### src/rtl/mac_join_accum_pkg.sv
// Shared constants and fixed-point helpers for the mac_join_accum frame reducer.
// Helpers work on a wide signed container; callers pass the real accumulator width.
package mac_join_accum_pkg;

  localparam int MAX_W = 128;

  localparam logic REDUCE_SUM = 1'b0;
  localparam logic REDUCE_MAX = 1'b1;

  typedef enum logic {
    FRAME_IDLE   = 1'b0,
    FRAME_ACTIVE = 1'b1
  } frame_state_e;

  // Most-negative value of an acc_w-bit signed number, sign-extended to MAX_W.
  function automatic logic [MAX_W-1:0] acc_min(input int acc_w);
    return ~((MAX_W'(1) << (acc_w - 1)) - MAX_W'(1));
  endfunction

  // Signed add clipped to the acc_w range; returns {clip, sum} with sum sign-extended.
  function automatic logic [MAX_W:0] sat_add(input logic [MAX_W-1:0] a,
                                             input logic [MAX_W-1:0] b,
                                             input int acc_w);
    logic signed [MAX_W-1:0] s;
    logic signed [MAX_W-1:0] hi;
    logic signed [MAX_W-1:0] lo;
    logic                    clip;
    s    = $signed(a) + $signed(b);
    hi   = $signed((MAX_W'(1) << (acc_w - 1)) - MAX_W'(1));
    lo   = $signed(acc_min(acc_w));
    clip = 1'b0;
    if (s > hi) begin
      s    = hi;
      clip = 1'b1;
    end else if (s < lo) begin
      s    = lo;
      clip = 1'b1;
    end
    return {clip, s};
  endfunction

endpackage

### src/rtl/mac_join_accum_if.sv
// Stream bundle for mac_join_accum: vinput, M_row and beta channels plus frame-state debug.
interface mac_join_accum_if
  import mac_join_accum_pkg::*;
#(
  parameter int A      = 2,
  parameter int DATA_W = 64,
  parameter int ACC_W  = 72
);
  logic [DATA_W-1:0]  vin_tdata;
  logic               vin_tvalid;
  logic               vin_tready;
  logic [A-1:0]       m_tdata;
  logic               m_tlast;
  logic               m_tvalid;
  logic               m_tready;
  logic               mode_max;
  logic [A*ACC_W-1:0] beta_tdata;
  logic [A-1:0]       beta_ovf;
  logic               beta_tvalid;
  logic               beta_tready;
  frame_state_e       dbg_state;

  modport master (
    output vin_tdata, vin_tvalid, m_tdata, m_tlast, m_tvalid, mode_max, beta_tready,
    input  vin_tready, m_tready, beta_tdata, beta_ovf, beta_tvalid, dbg_state
  );

  modport slave (
    input  vin_tdata, vin_tvalid, m_tdata, m_tlast, m_tvalid, mode_max, beta_tready,
    output vin_tready, m_tready, beta_tdata, beta_ovf, beta_tvalid, dbg_state
  );
endinterface

### src/rtl/mac_join_accum_fifo.sv
// Synchronous FIFO with asynchronous active-high reset; head word is read from registered storage,
// so a push in cycle n is visible at dout in cycle n+1.
module sync_fifo_ah #(
  parameter int DATA_W = 8,
  parameter int DEPTH  = 8
) (
  input  logic              clk,
  input  logic              rst,
  input  logic              push,
  input  logic [DATA_W-1:0] din,
  input  logic              pop,
  output logic [DATA_W-1:0] dout,
  output logic              full,
  output logic              empty
);
  localparam int AW = $clog2(DEPTH);

  logic [DATA_W-1:0] mem [DEPTH];
  logic [AW-1:0]     wr_ptr;
  logic [AW-1:0]     rd_ptr;
  logic [AW:0]       cnt;
  logic              do_push;
  logic              do_pop;

  // A push while full is dropped even if a pop frees a slot in the same cycle.
  assign do_push = push && !full;
  assign do_pop  = pop && !empty;
  assign full    = (cnt == (AW+1)'(DEPTH));
  assign empty   = (cnt == '0);
  assign dout    = mem[rd_ptr];

  always_ff @(posedge clk or posedge rst) begin
    if (rst) begin
      wr_ptr <= '0;
      rd_ptr <= '0;
      cnt    <= '0;
    end else begin
      if (do_push) wr_ptr <= wr_ptr + 1'b1;
      if (do_pop)  rd_ptr <= rd_ptr + 1'b1;
      case ({do_push, do_pop})
        2'b10:   cnt <= cnt + 1'b1;
        2'b01:   cnt <= cnt - 1'b1;
        default: cnt <= cnt;
      endcase
    end
  end

  always_ff @(posedge clk) begin
    if (do_push) mem[wr_ptr] <= din;
  end
endmodule

### src/rtl/mac_join_accum.sv
// Joins vinput words with A-lane M_row masks and reduces each tlast-closed frame into A
// saturating sum or max results, held in a ready/valid output register.
module mac_join_accum
  import mac_join_accum_pkg::*;
#(
  parameter int A         = 2,
  parameter int DATA_W    = 64,
  parameter int ACC_W     = 72,
  parameter int VIN_DEPTH = 8,
  parameter int M_DEPTH   = 128
) (
  input  logic             clk,
  input  logic             rst,
  mac_join_accum_if.slave  bus
);
  // Handshake: a beat transfers on a rising edge where tvalid && tready are both high; a source
  // holds tvalid and data stable until that edge, and tready may rise or fall freely.

  logic              rdy_en;
  logic              vin_full, vin_empty, m_full, m_empty;
  logic              vin_push, m_push;
  logic [DATA_W-1:0] vin_head;
  logic [A:0]        m_head;
  logic [A-1:0]      head_bits;
  logic              head_last;
  logic              fire;
  logic              beta_valid_q;
  frame_state_e      state_q;
  logic              mode_q;
  logic              frame_start;
  logic              cur_mode;
  logic [MAX_W-1:0]  vin_ext;
  logic [ACC_W-1:0]  lane_res [A];
  logic              lane_ovf [A];
  logic [A*ACC_W-1:0] beta_data;
  logic [A-1:0]      beta_ovf_bits;

  always_ff @(posedge clk or posedge rst) begin
    if (rst) rdy_en <= 1'b0;
    else     rdy_en <= 1'b1;
  end

  assign bus.vin_tready = rdy_en && !vin_full;
  assign bus.m_tready   = rdy_en && !m_full;
  assign vin_push       = bus.vin_tvalid && bus.vin_tready;
  assign m_push         = bus.m_tvalid && bus.m_tready;

  sync_fifo_ah #(.DATA_W(DATA_W), .DEPTH(VIN_DEPTH)) u_vin_fifo (
    .clk(clk), .rst(rst), .push(vin_push), .din(bus.vin_tdata), .pop(fire),
    .dout(vin_head), .full(vin_full), .empty(vin_empty)
  );

  sync_fifo_ah #(.DATA_W(A+1), .DEPTH(M_DEPTH)) u_m_fifo (
    .clk(clk), .rst(rst), .push(m_push), .din({bus.m_tlast, bus.m_tdata}), .pop(fire),
    .dout(m_head), .full(m_full), .empty(m_empty)
  );

  assign head_bits = m_head[A-1:0];
  assign head_last = m_head[A];

  // Only a closing beat needs the result register; all other beats flow regardless of output.
  assign fire = !vin_empty && !m_empty && (!head_last || !beta_valid_q || bus.beta_tready);

  assign frame_start = (state_q == FRAME_IDLE);
  assign cur_mode    = frame_start ? bus.mode_max : mode_q;
  assign vin_ext     = MAX_W'($signed(vin_head));

  always_ff @(posedge clk or posedge rst) begin
    if (rst) begin
      state_q      <= FRAME_IDLE;
      mode_q       <= REDUCE_SUM;
      beta_valid_q <= 1'b0;
    end else begin
      if (fire) begin
        if (frame_start) mode_q <= bus.mode_max;
        state_q <= head_last ? FRAME_IDLE : FRAME_ACTIVE;
      end
      if (fire && head_last)     beta_valid_q <= 1'b1;
      else if (bus.beta_tready)  beta_valid_q <= 1'b0;
    end
  end

  for (genvar a = 0; a < A; a++) begin : g_lane
    logic [ACC_W-1:0]       acc_q;
    logic                   ovf_q;
    logic [ACC_W-1:0]       res_q;
    logic                   res_ovf_q;
    logic [MAX_W-1:0]       acc_cur;
    logic                   ovf_cur;
    logic                   add_clip;
    logic [MAX_W-ACC_W-1:0] add_hi_unused;
    logic [ACC_W-1:0]       add_lo;
    logic [ACC_W-1:0]       acc_nxt;
    logic                   ovf_nxt;

    // The first beat of a frame starts from the seed rather than the stored accumulator.
    always_comb begin
      if (frame_start)
        acc_cur = (cur_mode == REDUCE_MAX) ? acc_min(ACC_W) : '0;
      else
        acc_cur = MAX_W'($signed(acc_q));
      ovf_cur = frame_start ? 1'b0 : ovf_q;
      {add_clip, add_hi_unused, add_lo} = sat_add(acc_cur, vin_ext, ACC_W);
      acc_nxt = acc_cur[ACC_W-1:0];
      ovf_nxt = ovf_cur;
      if (head_bits[a]) begin
        if (cur_mode == REDUCE_MAX) begin
          if ($signed(vin_ext) > $signed(acc_cur)) acc_nxt = vin_ext[ACC_W-1:0];
        end else begin
          acc_nxt = add_lo;
          ovf_nxt = ovf_cur | add_clip;
        end
      end
    end

    always_ff @(posedge clk or posedge rst) begin
      if (rst) begin
        acc_q     <= '0;
        ovf_q     <= 1'b0;
        res_q     <= '0;
        res_ovf_q <= 1'b0;
      end else if (fire) begin
        if (head_last) begin
          res_q     <= acc_nxt;
          res_ovf_q <= ovf_nxt;
          acc_q     <= '0;
          ovf_q     <= 1'b0;
        end else begin
          acc_q <= acc_nxt;
          ovf_q <= ovf_nxt;
        end
      end
    end

    assign lane_res[a] = res_q;
    assign lane_ovf[a] = res_ovf_q;
  end

  always_comb begin
    beta_data     = '0;
    beta_ovf_bits = '0;
    for (int a = 0; a < A; a++) begin
      beta_data[a*ACC_W +: ACC_W] = lane_res[a];
      beta_ovf_bits[a]            = lane_ovf[a];
    end
  end

  assign bus.beta_tdata  = beta_data;
  assign bus.beta_ovf    = beta_ovf_bits;
  assign bus.beta_tvalid = beta_valid_q;
  assign bus.dbg_state   = state_q;
endmodule

### src/flat_wrapper.sv
// flat-port wrapper written by rule: the top's interface ports become plain ports
module mac_join_accum_flat import mac_join_accum_pkg::*;
#(
  parameter int A         = 2,
  parameter int DATA_W    = 64,
  parameter int ACC_W     = 72,
  parameter int VIN_DEPTH = 8,
  parameter int M_DEPTH   = 128
)
  (clk, rst, bus_vin_tdata, bus_vin_tvalid, bus_m_tdata, bus_m_tlast, bus_m_tvalid, bus_mode_max, bus_beta_tready, bus_vin_tready, bus_m_tready, bus_beta_tdata, bus_beta_ovf, bus_beta_tvalid, bus_dbg_state);
  mac_join_accum_if #(.A(A), .DATA_W(DATA_W), .ACC_W(ACC_W)) bus_i ();
  input  logic clk;
  input  logic rst;
  input wire logic [$bits(bus_i.vin_tdata)-1:0] bus_vin_tdata;
  input wire logic [$bits(bus_i.vin_tvalid)-1:0] bus_vin_tvalid;
  input wire logic [$bits(bus_i.m_tdata)-1:0] bus_m_tdata;
  input wire logic [$bits(bus_i.m_tlast)-1:0] bus_m_tlast;
  input wire logic [$bits(bus_i.m_tvalid)-1:0] bus_m_tvalid;
  input wire logic [$bits(bus_i.mode_max)-1:0] bus_mode_max;
  input wire logic [$bits(bus_i.beta_tready)-1:0] bus_beta_tready;
  output wire logic [$bits(bus_i.vin_tready)-1:0] bus_vin_tready;
  output wire logic [$bits(bus_i.m_tready)-1:0] bus_m_tready;
  output wire logic [$bits(bus_i.beta_tdata)-1:0] bus_beta_tdata;
  output wire logic [$bits(bus_i.beta_ovf)-1:0] bus_beta_ovf;
  output wire logic [$bits(bus_i.beta_tvalid)-1:0] bus_beta_tvalid;
  output wire logic [$bits(bus_i.dbg_state)-1:0] bus_dbg_state;
  assign bus_i.vin_tdata = bus_vin_tdata;
  assign bus_i.vin_tvalid = bus_vin_tvalid;
  assign bus_i.m_tdata = bus_m_tdata;
  assign bus_i.m_tlast = bus_m_tlast;
  assign bus_i.m_tvalid = bus_m_tvalid;
  assign bus_i.mode_max = bus_mode_max;
  assign bus_i.beta_tready = bus_beta_tready;
  assign bus_vin_tready = bus_i.vin_tready;
  assign bus_m_tready = bus_i.m_tready;
  assign bus_beta_tdata = bus_i.beta_tdata;
  assign bus_beta_ovf = bus_i.beta_ovf;
  assign bus_beta_tvalid = bus_i.beta_tvalid;
  assign bus_dbg_state = bus_i.dbg_state;
  mac_join_accum #(.A(A), .DATA_W(DATA_W), .ACC_W(ACC_W), .VIN_DEPTH(VIN_DEPTH), .M_DEPTH(M_DEPTH)) u_core (.clk(clk), .rst(rst), .bus(bus_i));
endmodule
### config.mk
export PLATFORM = sky130hd
export DESIGN_NAME = mac_join_accum_flat
export DESIGN_NICKNAME = d
export VERILOG_FILES = /design/src/rtl/mac_join_accum_pkg.sv /design/src/rtl/mac_join_accum_if.sv /design/src/rtl/mac_join_accum_fifo.sv /design/src/rtl/mac_join_accum.sv /design/src/flat_wrapper.sv
export SDC_FILE = /design/constraint.sdc
export NUM_CORES = 2
export LEC_CHECK = 0
export ABC_AREA = 0
export CAP_MARGIN = 20
export CORE_ASPECT_RATIO = 0.6
export CORE_UTILIZATION = 45
export CTS_CLUSTER_DIAMETER = 60
export CTS_CLUSTER_SIZE = 10
export DETAILED_ROUTE_END_ITERATION = 8
export GPL_ROUTABILITY_DRIVEN = 0
export SKIP_LAST_GASP = 1
export SYNTH_ARGS = -nofsm -noshare
export SYNTH_HDL_FRONTEND = slang
export SYNTH_SLANG_ARGS = --single-unit
### constraint.sdc
create_clock -name clk -period 13 [get_ports clk]
set_clock_uncertainty 0.05 [all_clocks]
set_input_delay 2.6 -clock clk [delete_from_list [all_inputs] [get_ports clk]]
set_output_delay 2.6 -clock clk [all_outputs]
set_load 0.02 [all_outputs]
==> impl_metrics.env <==
export IMPL_synth_area_top_cells="edfxtp_1 (42%), dfrtp_1 (13%), mux4_2 (7.8%), ha_1 (5.9%), nand2_1 (4.1%)"
export IMPL_grt_pass1_wl_mm=293
export IMPL_numCtsBuffers=144
export IMPL_ios=223
export IMPL_num_fill_cells=12200
export IMPL_grt_pass1_vias=43600
export IMPL_cts_sinks=1224
export IMPL_critPathMaxFanout=54
export IMPL_drt_first_pass_iters=8
export IMPL_areaGrowthSynthToFinish_pct=12.6
export IMPL_path_cells="buf_4 > mux4_2 > mux2i_1 > inv_1 > ha_1 > a211o_1 > a31o_2 > a31oi_1 > a211oi_1 > o31ai_2 > o22ai_2 > a221oi_2 > o21ai_1 > a21oi_4 > buf_4 > o21ai_0 > o211ai_1 > o21ai_0"
export IMPL_synth_top_family_by_area="compound AO/OA/AOI/OAI gates"
export IMPL_critPathLaunchType="register"
export IMPL_grt_setup_unrepaired="no"
export IMPL_wl_per_cell_um=26.3
export IMPL_synth_edf_count=896
export IMPL_cap_violations=0
export IMPL_drive_above_1_share=0.109
export IMPL_final_nets=5899
export IMPL_clk_pin_slew_ns=0.05
export IMPL_viasPerCell=6.10
export IMPL_dieArea_um2=144000
export IMPL_multi_input_area_um2=26500
export IMPL_crit_arrival_ns=9.38
export IMPL_cts_buffer_depth=3
export IMPL_synth_seq_cells=1224
export IMPL_cp_top_family="compound AO/OA/AOI/OAI gates"
export IMPL_ys_warn_count=0
export IMPL_ctsResizeCount=0
export IMPL_hp_class="register to register"
export IMPL_synth_async_sr_flop_share=0.268
export IMPL_port_buffer_count=222
export IMPL_antenna_found_initial=7
export IMPL_synthXorXnorAreaFrac=0.0213
export IMPL_syn_cell_area_um2=64100
export IMPL_grt_max_degree=191
export IMPL_die_y_um=294
export IMPL_cts_setup_buffers=0
export IMPL_yosys_area_share_simple=0.105
export IMPL_postCtsHoldBufs=0
export IMPL_ant_nets=0
export IMPL_ff_latch_area_um2=35100
export IMPL_setup_tns_ns=0
export IMPL_hpwl_mm=137
export IMPL_relSlewSlack=0.159
export IMPL_synth_fa_ha_area_frac=0.0602
export IMPL_synth_flop_cell="edfxtp_1"
export IMPL_netlist_instances=5415
export IMPL_synth_seq_area_share=0.548
export IMPL_start_util=0.457
export IMPL_critPathBufInv=3
export IMPL_min_period_ns=8.83
export IMPL_crit_slowest_cell="mux2i_1"
export IMPL_rrSetupSlack_ns=4.17
export IMPL_synth_compound_area_frac=0.125
export IMPL_coreArea_um2=140000
export IMPL_wl_mm=197
export IMPL_max_freq_ghz=0.113
export IMPL_slowest_delay_ns=0.85
export IMPL_fin_crit_sh=0.679
export IMPL_syn_avg_cell_area_um2=11.8
export IMPL_route_detailed_drc=0
export IMPL_die_w_um=489
export IMPL_setup_viol=0
export IMPL_drt_iter0_drc=5750
export IMPL_cp_end_kind="register"
export IMPL_ys_types=103
export IMPL_status="finished clean"
export IMPL_grt_util_all_layers=0.275
export IMPL_muxShareOfSynthArea=0.0995
export IMPL_synth_top_area_share=0.420
export IMPL_synth_top_area_cell="edfxtp_1"
export IMPL_syn_num_nets=5794
export IMPL_grt_overflow=0
export IMPL_ctsRootBufferMaster="clkbuf_16"
export IMPL_finalHoldViolations=0
export IMPL_drv_slew=0
export IMPL_cts_htree_levels=4
export IMPL_vias=45700
export IMPL_tightestPinTransition_ns=1.25
export IMPL_worstSetupPathType="register to register"
export IMPL_insertion_delay_ns=0.79
export IMPL_num_rows=106
export IMPL_cts_tree="done"
export IMPL_critPathRequiredTime_ns=13.55
## state kept, by name (all words and copies together), names as in the netlist
signal	count
u_core.u_vin_fifo.mem	512
u_core.u_m_fifo.mem	384
u_core.g_lane.acc_q	144
u_core.g_lane.res_q	144
u_core.u_m_fifo.cnt	8
u_core.u_m_fifo.rd_ptr	7
u_core.u_m_fifo.wr_ptr	7
u_core.u_vin_fifo.cnt	4
u_core.u_vin_fifo.rd_ptr	3
u_core.u_vin_fifo.wr_ptr	3
u_core.g_lane.ovf_q	2
u_core.g_lane.res_ovf_q	2
u_core.bus.beta_tvalid	1
u_core.bus.dbg_state	1
u_core.mode_q	1
u_core.rdy_en	1
## cell type report
| class | instances | area share |
|---|---|---|
| diodes | 1 | 0.0000347 |
| clock buffers | 214 | 0.0543 |
| clock inverters | 20 | 0.00449 |
| inverters | 308 | 0.0161 |
| multi-input cells | 3553 | 0.367 |
| flip-flops and latches | 1224 | 0.487 |
| well taps | 1890 | 0.0328 |
| repair buffers | 289 | 0.0380 |
## placed cells by master, fill, tap and decap left out, drive strengths merged, types with 18 or more instances in the layout
| cell | count |
|---|---|
| nand2b | 27 |
| a22o | 18 |
| mux2i | 33 |
| nand4 | 44 |
| edfxtp | 896 |
| a211oi | 23 |
| clkdlybuf4s50 | 219 |
| mux2 | 70 |
| xor2 | 23 |
| and2 | 27 |
| o31ai | 107 |
| nor4 | 73 |
| nand3 | 94 |
| nor2 | 361 |
| nor2b | 45 |
| a21oi | 281 |
| buf | 70 |
| nand2 | 712 |
| a31oi | 24 |
| o211ai | 129 |
| ha | 302 |
| or3 | 19 |
| a32o | 43 |
| nor3 | 55 |
| clkbuf | 214 |
| inv | 318 |
| a21o | 34 |
| mux4 | 232 |
| o21bai | 43 |
| o21ai | 378 |
| xnor2 | 133 |
| dfrtp | 328 |
| or2 | 18 |
## path summary, 6_finish.rpt
kind	from	to	depth (start not counted)
max in group asynchronous	rst	u_core.u_vin_fifo.rd_ptr[1]	4
min in group asynchronous	rst	u_core.g_lane[0].res_q[50]	2
setup / recovery	u_core.u_vin_fifo.rd_ptr[0]	u_core.g_lane[0].res_q[46]	18
hold reg to reg	u_core.g_lane[0].res_q[53]	u_core.g_lane[0].res_q[53]	2
hold / removal	u_core.g_lane[0].res_q[53]	u_core.g_lane[0].res_q[53]	2
setup reg to reg	u_core.u_vin_fifo.rd_ptr[0]	u_core.g_lane[0].res_q[46]	18
## cell usage after synthesis, types with 16 or more instances
| master | count |
|---|---|
| o21ai_1 | 22 |
| o211ai_1 | 128 |
| mux2i_1 | 33 |
| nand2_1 | 708 |
| buf_2 | 59 |
| dfrtp_1 | 328 |
| nor3_1 | 54 |
| a211oi_1 | 20 |
| clkbuf_1 | 217 |
| and2_1 | 26 |
| o21a_1 | 16 |
| or3_1 | 19 |
| nor2b_1 | 45 |
| nor4_1 | 72 |
| a21o_1 | 34 |
| mux2_2 | 70 |
| o21ai_0 | 355 |
| or2_2 | 17 |
| nand4_1 | 44 |
| nand2b_1 | 27 |
| xor2_1 | 23 |
| ha_1 | 302 |
| a22o_1 | 18 |
| o31ai_1 | 106 |
| a32o_1 | 43 |
| nor2_1 | 359 |
| inv_1 | 308 |
| o21bai_1 | 43 |
| edfxtp_1 | 896 |
| buf_1 | 30 |
| xnor2_1 | 133 |
| a31oi_1 | 22 |
| nand3_1 | 93 |
| a21oi_1 | 279 |
| mux4_2 | 222 |
## per-stage QoR
| step | hold WS [ns] | util | instance area (um^2) | setup slack, ns | std cells |
|---|---|---|---|---|---|
| global route | 0.447 | 0.514 | 72200 | 3.87 | 7498 |
| global placement | 0.411 | 0.484 | 67900 | 4.51 | 7264 |
| CTS | 0.429 | 0.514 | 72200 | 4.45 | 7498 |
| finish | 0.422 | 0.514 | 72200 | 4.17 | 7499 |
| detailed placement | 0.416 | 0.484 | 67900 | 4.48 | 7264 |
| floorplan | 0.393 | - | 64100 | 1.27 | 5415 |
## kinds of logic (layout without fill, tap and decap cells)
| kind of cell | Yosys count | in the layout |
|---|---|---|
| compound gates | 1238 | 1238 |
| xor+xnor | 156 | 156 |
| fa+ha+maj | 306 | 306 |
| buf+inv | 638 | 831 |
| flops | 1224 | 1224 |
| mux | 335 | 335 |
| other cells | 1 | 2 |
| simple gates | 1517 | 1517 |
## routing by layer
metal,track usage,part of all wire,vias up
met1,0.432,0.46,22900
met3,0.0986,0.13,247
li1,-,-,20300
met4,0.0610,0.019,4
met2,0.353,0.39,2314
met5,0.0121,0.0013,-
## worst min-delay path, delay by kind of cell (launching register included)
family / cells / cell delay (ns)
AO/OA/AOI/OAI: 1 / 0.06
flip-flops: 1 / 0.33
AND/OR/NAND/NOR: 1 / 0.05
Power is left out: the tool's default activity adds up to more than one toggle a clock period on the data nets, which glitch-free logic cannot reach.
